[config.mk]
export PLATFORM = sky130hd
export DESIGN_NAME = addsub_serial
export DESIGN_NICKNAME = d
export VERILOG_FILES = /design/src/rtl/addsub_serial.sv
export SDC_FILE = /design/constraint.sdc
export NUM_CORES = 1
export LEC_CHECK = 0
export BUFFER_PORTS_ARGS = -buffer_cell sky130_fd_sc_hd__buf_4
export CAP_MARGIN = 0
export CORE_UTILIZATION = 59
export DETAILED_ROUTE_END_ITERATION = 7
export GPL_ROUTABILITY_DRIVEN = 0
export PLACE_DENSITY = 0.93
export SKIP_LAST_GASP = 1
export SYNTH_ARGS = -nofsm -noshare
export SYNTH_HDL_FRONTEND = slang
export SYNTH_SLANG_ARGS = --single-unit
[constraint.sdc]
create_clock -name clk -period 2.25 [get_ports clk]
set_clock_uncertainty 0.15 [all_clocks]
set_input_delay 0.5625 -clock clk [delete_from_list [all_inputs] [get_ports clk]]
set_output_delay 0.5625 -clock clk [all_outputs]
set_load 0.01 [all_outputs]
[src/rtl/addsub_serial.sv]
// Multi-cycle add/subtract: operands are shifted through a DIGIT-wide adder LSB-first.
// Define ADDSUB_SAT_EN to saturate s on signed overflow instead of wrapping.
module addsub_digit #(
  parameter int DIGIT = 1
) (
  input  logic [DIGIT-1:0] a,
  input  logic [DIGIT-1:0] b,
  input  logic             cin,
  output logic [DIGIT-1:0] sum,
  output logic             cout
);
  assign {cout, sum} = {1'b0, a} + {1'b0, b} + {{DIGIT{1'b0}}, cin};
endmodule

module addsub_serial #(
  parameter int WIDTH = 8,
  parameter int DIGIT = 1
) (
  input  logic             clk,
  input  logic             rst_n,
  input  logic             start,
  input  logic             mode,
  input  logic [WIDTH-1:0] a,
  input  logic [WIDTH-1:0] b,
  output logic             ready,
  output logic             done,
  output logic [WIDTH-1:0] s,
  output logic             carry_out,
  output logic             overflow,
  output logic             zero
);
  localparam int N  = WIDTH / DIGIT;
  localparam int CW = (N > 1) ? $clog2(N) : 1;

  typedef enum logic [1:0] {IDLE, RUN, DONE} state_t;
  state_t state, state_n;

  logic [WIDTH-1:0] a_sh, b_sh, res, bx, s_pub;
  logic [CW-1:0]    cnt;
  logic             cy, a_msb, b_msb, done_q, ov_raw, accept;
  logic [DIGIT-1:0] dsum;
  logic             dcy;

  assign bx     = b ^ {WIDTH{mode}};
  // done_q keeps ready low for the cycle the result is published
  assign ready  = (state == IDLE) && !done_q;
  assign done   = done_q;
  assign accept = start && ready;

  addsub_digit #(.DIGIT(DIGIT)) u_dig (
    .a   (a_sh[DIGIT-1:0]),
    .b   (b_sh[DIGIT-1:0]),
    .cin (cy),
    .sum (dsum),
    .cout(dcy)
  );

  always_ff @(posedge clk) begin
    if (!rst_n) state <= IDLE;
    else        state <= state_n;
  end

  always_comb begin
    state_n = state;
    case (state)
      IDLE:    if (accept) state_n = RUN;
      RUN:     if (cnt == CW'(N - 1)) state_n = DONE;
      DONE:    state_n = IDLE;
      default: state_n = IDLE;
    endcase
  end

  always_comb begin
    ov_raw = (a_msb == b_msb) && (res[WIDTH-1] != a_msb);
    s_pub  = res;
`ifdef ADDSUB_SAT_EN
    if (ov_raw) s_pub = a_msb ? {1'b1, {(WIDTH-1){1'b0}}} : {1'b0, {(WIDTH-1){1'b1}}};
`endif
  end

  always_ff @(posedge clk) begin
    if (!rst_n) begin
      a_sh      <= '0;
      b_sh      <= '0;
      res       <= '0;
      cnt       <= '0;
      cy        <= 1'b0;
      a_msb     <= 1'b0;
      b_msb     <= 1'b0;
      done_q    <= 1'b0;
      s         <= '0;
      carry_out <= 1'b0;
      overflow  <= 1'b0;
      zero      <= 1'b0;
    end else begin
      done_q <= (state == DONE);
      case (state)
        IDLE: if (accept) begin
          a_sh  <= a;
          b_sh  <= bx;
          cy    <= mode;
          cnt   <= '0;
          a_msb <= a[WIDTH-1];
          b_msb <= bx[WIDTH-1];
        end
        RUN: begin
          a_sh <= a_sh >> DIGIT;
          b_sh <= b_sh >> DIGIT;
          // new digit enters at the top; after N digits the LSB digit sits at bit 0
          res  <= WIDTH'({dsum, res} >> DIGIT);
          cy   <= dcy;
          cnt  <= cnt + CW'(1);
        end
        DONE: begin
          s         <= s_pub;
          carry_out <= cy;
          overflow  <= ov_raw;
          zero      <= (s_pub == '0);
        end
        default: ;
      endcase
    end
  end
endmodule

---- Word-level counts from Yosys, hierarchy flattened ----
Cells that the tools add are included.
word-level totals
  register bits after elaboration ......... 44
  word-level logic and storage cells ...... 45
operators by class
  equality and inequality tests ........... 7
  $add $sub $neg .......................... 3
  reduce and logical (&&, ||, !) cells .... 10
  mux-type cells .......................... 11
  bitwise logic cells ..................... 1
operators by type and width
  cell                                                  number
  one-hot mux 8 bit (2 select lines)                    2
  two-way mux 8 bit                                     2
  logical NOT 8 bit                                     1
  bitwise XOR 8 bit                                     1
  one-hot mux 3 bit (2 select lines)                    1
  AND reduction 2 bit                                   3
  two-way mux 2 bit                                     2
  inequality test 2 bit (second input constant)         2
  one-hot mux 2 bit (2 select lines)                    1
  adder 3 x 1 -> 3 bit (second input constant)          1
  equality test 3 bit (second input constant)           1
  logical AND 1 bit                                     3
  two-way mux 3 bit                                     1
  adder 1 x 1 -> 2 bit                                  1
  adder 2 x 1 -> 2 bit                                  1
  equality test 2 x 1 -> 1 bit (second input constant)  1
  equality test 2 bit (second input constant)           1
  logical NOT 2 bit                                     1
  one-hot mux 1 bit (2 select lines)                    1
  nonzero test 2 bit                                    1
  equality test 1 bit                                   1
  logical NOT 1 bit                                     1
  two-way mux 1 bit                                     1
  inequality test 1 bit                                 1

---- Depth between registers and ports, before layout ----
Gate-level depths: netlist (run 1).
  depth after elaboration ................. 5
  gate-level depth with buffers ........... 5
  gate-level depth less buffers ........... 4

---- By module ----
Synthesis (run 1) repeated with hierarchy kept, for this count alone.
second synthesis, totals
  cell total of the unflattened synthesis .. 216
  area total of the unflattened synthesis .. 1,876.8 µm²
modules (own cells, without submodules)
  module         area an instance (µm²)  cells an instance  sequential area each (µm²)  instances
  addsub_serial  1,856.8                 215                880.8                       1
  addsub_digit   20.0                    1                  0.0                         1

---- Worst setup path before layout (run 1) ----
No wires, ideal clock.
  kind .................................... in2reg
  from .................................... input start
  to ...................................... register b_sh[1]
  stages .................................. 5
  arrival time ............................ 1.397 ns
  path slack .............................. 0.572 ns
  library setup time ...................... 0.131 ns
  buffers on the path ..................... 2
  cell sequence ........................... or4b_1 > buf_6 > buf_8 > nand3_2 > a21oi_2
on the way
  longest elaborated chain between the ends .. 3
RTL lines
  element                          RTL line  RTL
  from (decl)                      21        input logic start,
  logical AND 1 bit                48        assign accept = start && ready;
  inequality test 2 bit (no line)  -
  AND reduction 2 bit (no line)    -
  to (signal assigned)             108       b_sh <= b_sh >> DIGIT;
  to (decl)                        38        logic [WIDTH-1:0] a_sh, b_sh, res, bx, s_pub;
No other way between the ends.
A chain may end at the register's enable or synchronous reset.

---- Final worst setup path (run 1) ----
  from .................................... register state[1]
  to ...................................... output ready
on the way
  longest elaborated chain between the ends .. 2
RTL lines
  element                 RTL line  RTL
  from (decl)             36        state_t state, state_n;
  from (signal assigned)  60        else state <= state_n;
  logical NOT 2 bit       46        assign ready = (state == IDLE) && !done_q;
  logical AND 1 bit       46
  to (decl)               25        output logic ready,
No other way between the ends.

==> run metrics, run 1 <==
Total Wirelength=3.44 mm; final setup violation count=0; Sw Share=25.1%; total negative slack=0 ns; buffers plus inverters on the worst setup path=1; worst reg-to-reg setup slack=0.55 ns; remaining global-route overflow=0; EDFF count, synth=0; CTS tree=built; Worst-Margin Slew=0.621 ns; Worst setup EP type=output pin; combinational group share of total power=13.2%; I/O Buffers=32; Max VDD drop=452 µV; mapped cell area=1950 µm²; cells on worst reg2reg path=4; Fmax achieved=0.548 GHz; Area Growth Syn to Fin=15.4%; syn nets=242; post-cts resize count=0; pin count of the biggest net entering global routing=34; CTS root buf=clkbuf_4; Syn Inst Count=219; Tcrit/Tclk final=81.1%; Pre-antenna DRT Iters=5; CTS Hold Bufs=0; crit path DAT=1.11 ns; Reg clk slew, reported paths=0.13 ns; Crit Path Max Fanout=7; CP max stage cell=dfxtp_1; cell taking the most area after synthesis=dfxtp_1; CP required=1.54 ns; synth warn=0; gr usage total=22.4%; Rows=20; synthesized area per cell=8.88 µm²; starting density of the core=62.7%; Core Box Area=3100 µm²; first-pass GRT wire length=5.93 mm; mean number of vias per cell=5.41; RSZ-0062 raised after global routing=false; Worst R2R Start=state[1]; RR Endpoint=b_msb; number of global-route vias before repair=1375; dominant synthesized flop cell=dfxtp_1; status=complete, no violations; P_int=1.14 mW; hold path endpoint=state[0]; WHS Path Cells=2; Lkg Pwr=0.863 nW; CP max stage delay=0.40 ns; Ant. Diodes=0; Die X=59.4 µm; Critical Path Source Type=register; insertion delay to the later sink of the worst-skew pair=0.35 ns; number of max-cap violations=0; CP delay by family, top=flip-flops; DR iter-0 viols=99; share of flip-flops with an asynchronous set or reset=0%; Cell Chain, Critical Path=nor3_1, buf_4; DRC=0; part of the power in registers=55.6%; Pwr Density=678 nW/µm²; mean routed wirelength per cell=11.8 µm; IO Count=33; worst hold path startpoint=rst_n; Setup Buffers After CTS=0; WS Path Type=reg2out; post-synthesis register bit count=44; Util after Layout=72.4%; worst min path class=in2reg; die area=3530 µm²; via count=1579; Die Y=59.4 µm; Max Slew Vio Count=0; Synth cell types=35; Clock power frac=31.2%; Final ANT Viol Nets=0; H-tree lvl count=2; sequential share of the synthesized area=45.3%; CTS Sinks=44; top-area cell type share of the netlist area=45.3%; Final Critical Period=1.83 ns; layout cells sized above 1=26.6%; Hold Fails Final Rpt=0; post-DP HPWL=2.44 mm; ranking of synthesized cells by area=dfxtp_1 45%, nand2_1 11%, a21oi_1 5.7%, nand3_2 4.1%, a21oi_2 3.6%; CTS Buf Count=5; Sw Pwr=0.382 mW; Max clock buf depth=2; Worst slew margin=58.5%; initial antenna violation count=0; # nets final=270
[how the worst max path moves through the flow]
stage | end | startpoint | cells after the start | slack (ns)
6_report | ready | state[1] | 2 | 0.42
5_1_grt | ready | state[1] | 2 | 0.36
4_1_cts | ready | state[1] | 2 | 0.42
3_5_place_dp | b_msb | start | 5 | 0.41
3_3_place_gp | b_msb | start | 5 | 0.40
2_1_floorplan | b_sh[1] | start | 5 | 0.57
[routing by layer]
layer / vias up / track usage, % / share of wire [%]
met5: - / 0 / 0
met3: 5 / 6.55 / 5.8
met2: 48 / 37.4 / 48
met1: 714 / 27.7 / 45
li1: 812 / - / -
met4: 0 / 7.14 / 1.3
[logic make-up (layout without fill, tap and decap cells)]
| kind of cell | Yosys count | in the layout | share of synthesized area [%] |
|---|---|---|---|
| AND/OR/NAND/NOR | 97 | 97 | 25.2 |
| AO/OA/AOI/OAI | 49 | 49 | 16.7 |
| flip-flops | 44 | 44 | 45.3 |
| buffers and inverters | 18 | 47 | 6.94 |
| XOR/XNOR | 8 | 8 | 3.60 |
| adder cells (fa/ha/maj) | 3 | 3 | 2.31 |
[synthesized netlist by cell type (3+ instances only)]
cell,instances
a21oi_1,22
a21oi_2,8
a22oi_1,7
a311oi_1,7
buf_2,3
buf_6,4
clkbuf_1,3
dfxtp_1,44
nand2_1,55
nand2_2,3
nand3_1,3
nand3_2,8
nor2_1,6
nor2b_1,3
nor3_1,10
o21ai_0,3
xor2_1,8
[metrics by stage]
stage / hold WS (ns) / total power, mW / std cells / setup slack (ns) / area, µm²
4_1_cts: 0.304 / 1.53 / 292 / 0.424 / 2250
3_3_place_gp: 0.293 / 1.06 / 284 / 0.405 / 2170
6_report: 0.309 / 1.52 / 292 / 0.425 / 2250
5_1_grt: 0.287 / 1.60 / 292 / 0.358 / 2250
2_1_floorplan: 0.287 / 1.01 / 219 / 0.572 / 1950
3_5_place_dp: 0.299 / 1.07 / 284 / 0.405 / 2170
[registers in the layout, summed over array words and instances (netlist names)]
signal	cells
b_msb	1
cy	1
zero	1
res	8
done	1
cnt	3
overflow	1
state	2
a_sh	8
carry_out	1
s	8
a_msb	1
b_sh	8
[cell usage in the layout, fill, tap and decap left out, drive strengths merged]
cell type and count:
bufinv 1, o21ai 3, nor3 10, fa 1
clkinv 1, a311oi 7, a22oi 7, nand2b 2
xor2 8, inv 1, a221oi 1, a31oi 1
dfxtp 44, and3 1, or4b 1, nor2b 3
nor2 6, buf 38, a21oi 30, and2 1
ha 2, nand2 58, nor4b 1, nand3 11
clkbuf 6, nor4 2, or2b 1
[cell type report]
cell class                      count  area [µm²]
Clock buffer                        6        41.3
Clock inverter                      2        35.0
Fill cell                         265         857
Inverter                            1        3.75
Multi-Input combinational cell    157         932
Sequential cell                    44         881
Tap cell                           44        55.1
Timing Repair Buffer               38         298
[power groups by stage]
| stage | clock [mW] | combinational [mW] | sequential [mW] |
|---|---|---|---|
| floorplan | 0 | 0.159 | 0.855 |
| global placement | 0 | 0.197 | 0.861 |
| detailed placement | 0 | 0.202 | 0.863 |
| CTS | 0.484 | 0.203 | 0.845 |
| global route | 0.525 | 0.224 | 0.851 |
| finish | 0.475 | 0.201 | 0.846 |
No activity file was read; power rests on OpenSTA's default activity.
==> inputs of run 2 (changes only) <==
--- a/config.mk
+++ b/config.mk
@@ -7,10 +7,10 @@
 export LEC_CHECK = 0
 export BUFFER_PORTS_ARGS = -buffer_cell sky130_fd_sc_hd__buf_4
 export CAP_MARGIN = 0
-export CORE_UTILIZATION = 59
+export CORE_UTILIZATION = 49
 export DETAILED_ROUTE_END_ITERATION = 7
 export GPL_ROUTABILITY_DRIVEN = 0
-export PLACE_DENSITY = 0.93
+export PLACE_DENSITY = 0.84
 export SKIP_LAST_GASP = 1
 export SYNTH_ARGS = -nofsm -noshare
 export SYNTH_HDL_FRONTEND = slang
==> constraint.sdc (replaced) <==
create_clock -name clk -period 1.5 [get_ports clk]
set_clock_uncertainty 0.15 [all_clocks]
set_input_delay 0.375 -clock clk [delete_from_list [all_inputs] [get_ports clk]]
set_output_delay 0.375 -clock clk [all_outputs]
set_load 0.01 [all_outputs]
==> run metrics, run 2 (synthesis gave the netlist of run 1 again) <==
DRC=0; H-tree lvl count=2; crit path DAT=1.06 ns; Die Y=65.0 µm; commonest non-fill, non-tap cell in the layout=nand2_1; dpl ws=-0.125 ns; via count=1651; post-DP HPWL=2.75 mm; cells on worst reg2reg path=5; CTS Buf Count=5; combinational group share of total power=15.6%; WP depth=3; Clock power frac=34.4%; Hold Slack=0.189 ns; part of the power in registers=50.0%; number of max-cap violations=0; pin count of the biggest net entering global routing=34; storage element area=887 µm²; Worst slew margin=82.8%; final setup violation count=19; buffers plus inverters on the worst setup path=2; remaining global-route overflow=0; CTS tree=built; Worst setup EP type=output pin; mean number of vias per cell=5.33; Worst R2R Start=done; initial antenna violation count=0; Sw Pwr=0.669 mW; Final Critical Period=1.59 ns; Util after Layout=67.2%; Lkg Pwr=0.983 nW; placed inst area=2290 µm²; number of global-route vias before repair=1538; mean routed wirelength per cell=13.3 µm; CTS root buf=clkbuf_8; # placed instances=298; Total Wirelength=4.14 mm; RR Endpoint=b_sh[1]; Critical Path Source Type=register; Max Slew Vio Count=0; Area Growth Syn to Fin=29.3%; Final ANT Viol Nets=0; Worst-Margin Slew=0.256 ns; first-pass GRT wire length=6.71 mm; Max VDD drop=787 µV; starting density of the core=52.0%; DR iter-0 viols=122; gr usage total=20.8%; overall power after layout=2.52 mW; CP max stage delay=0.35 ns; worst reg-to-reg setup slack=-0.08 ns; CTS Sinks=44; Pwr Density=1000 nW/µm²; final worst setup slack=-0.0881 ns; Core Box Area=3740 µm²; Cell Chain, Critical Path=buf_6, nor3_4, buf_6; Reg clk slew, reported paths=0.09 ns; CP delay by family, top=flip-flops; Pre-antenna DRT Iters=4; Fill cells=306; most used cell, CP=buf_6; WS Path Type=reg2out; Critical Path Source=done; Worst Setup EP=ready; Ant. Diodes=0; most frequent cells in the layout=55 x nand2_1, 42 x buf_4, 41 x dfxtp_1; Final Cell Area=2520 µm²; Hold Fails Final Rpt=0; die area=4230 µm²; RSZ-0062 raised after global routing=true; layout cells sized above 1=33.6%; CP max stage cell=dfxtp_4; worst min path class=in2reg; P_int=1.86 mW; insertion delay to the later sink of the worst-skew pair=0.30 ns; Crit Path Max Fanout=3; I/O Buffers=32; Max clock buf depth=2; status=finished, violations left; IO Count=33; Fmax achieved=0.630 GHz; total negative slack=-0.924 ns; # nets final=284; Die X=65.0 µm; Sw Share=26.5%; multi-input combinational cell area=970 µm²; failing checks=setup timing; Finished Layout Cells=310; Tcrit/Tclk final=106%; CTS Hold Bufs=0; CP required=0.97 ns; Rows=22
-- run 2: cell count changes in the layout (fill, tap and decap cells not counted), sizes merged --
| cell | before | now |
|---|---|---|
| buf | 38 | 51 |
| inv | 1 | 2 |
| clkinv | 1 | 0 |
| clkbuf | 6 | 7 |
| clkinvlp | 0 | 1 |
| bufinv | 1 | 0 |
-- run 2: layer usage --
metal	track usage (%)	part of all wire, %	vias up
met3	4.23	3.4	6
met1	24.3	45	773
met2	36.5	51	37
met4	8.97	1.3	0
met5	0	0	-
li1	-	-	835
-- run 2: power by group through the flow --
stage          Clock [mW]  Combinational, mW  Sequential, mW
6_report            0.868              0.394            1.26
3_5_place_dp            0              0.352            1.29
3_3_place_gp            0              0.341            1.29
4_1_cts             0.880              0.360            1.26
2_1_floorplan           0              0.241            1.28
5_1_grt             0.931              0.432            1.27
-- run 2: area by class of cell --
cell class	count	share of cell area [%]
multi-input cells	157	38.5
well taps	48	2.39
repair buffers	52	19.3
flip-flops and latches	44	35.3
clock buffers	6	3.73
clock inverters	2	0.646
inverters	1	0.149
-- run 2: how the worst min path moves through the flow --
| stage | start | end | slack [ns] | depth (start not counted) |
|---|---|---|---|---|
| 2_1_floorplan | a_sh[7] | a_sh[7] | 0.29 | 2 |
| 6_report | rst_n | state[0] | 0.19 | 2 |
| 5_1_grt | rst_n | state[0] | 0.18 | 2 |
| 3_5_place_dp | s[2] | s[2] | 0.30 | 2 |
| 3_3_place_gp | carry_out | carry_out | 0.29 | 2 |
| 4_1_cts | rst_n | state[0] | 0.18 | 2 |
-- run 2: what timing repair did --
item	4_1_cts	5_1_grt
setup buffers	0	3
setup endpoints to repair	19	24
gates resized for setup	6	6
pin swaps	1	1
cloned	0	1
endpoints found under the hold margin	0	0
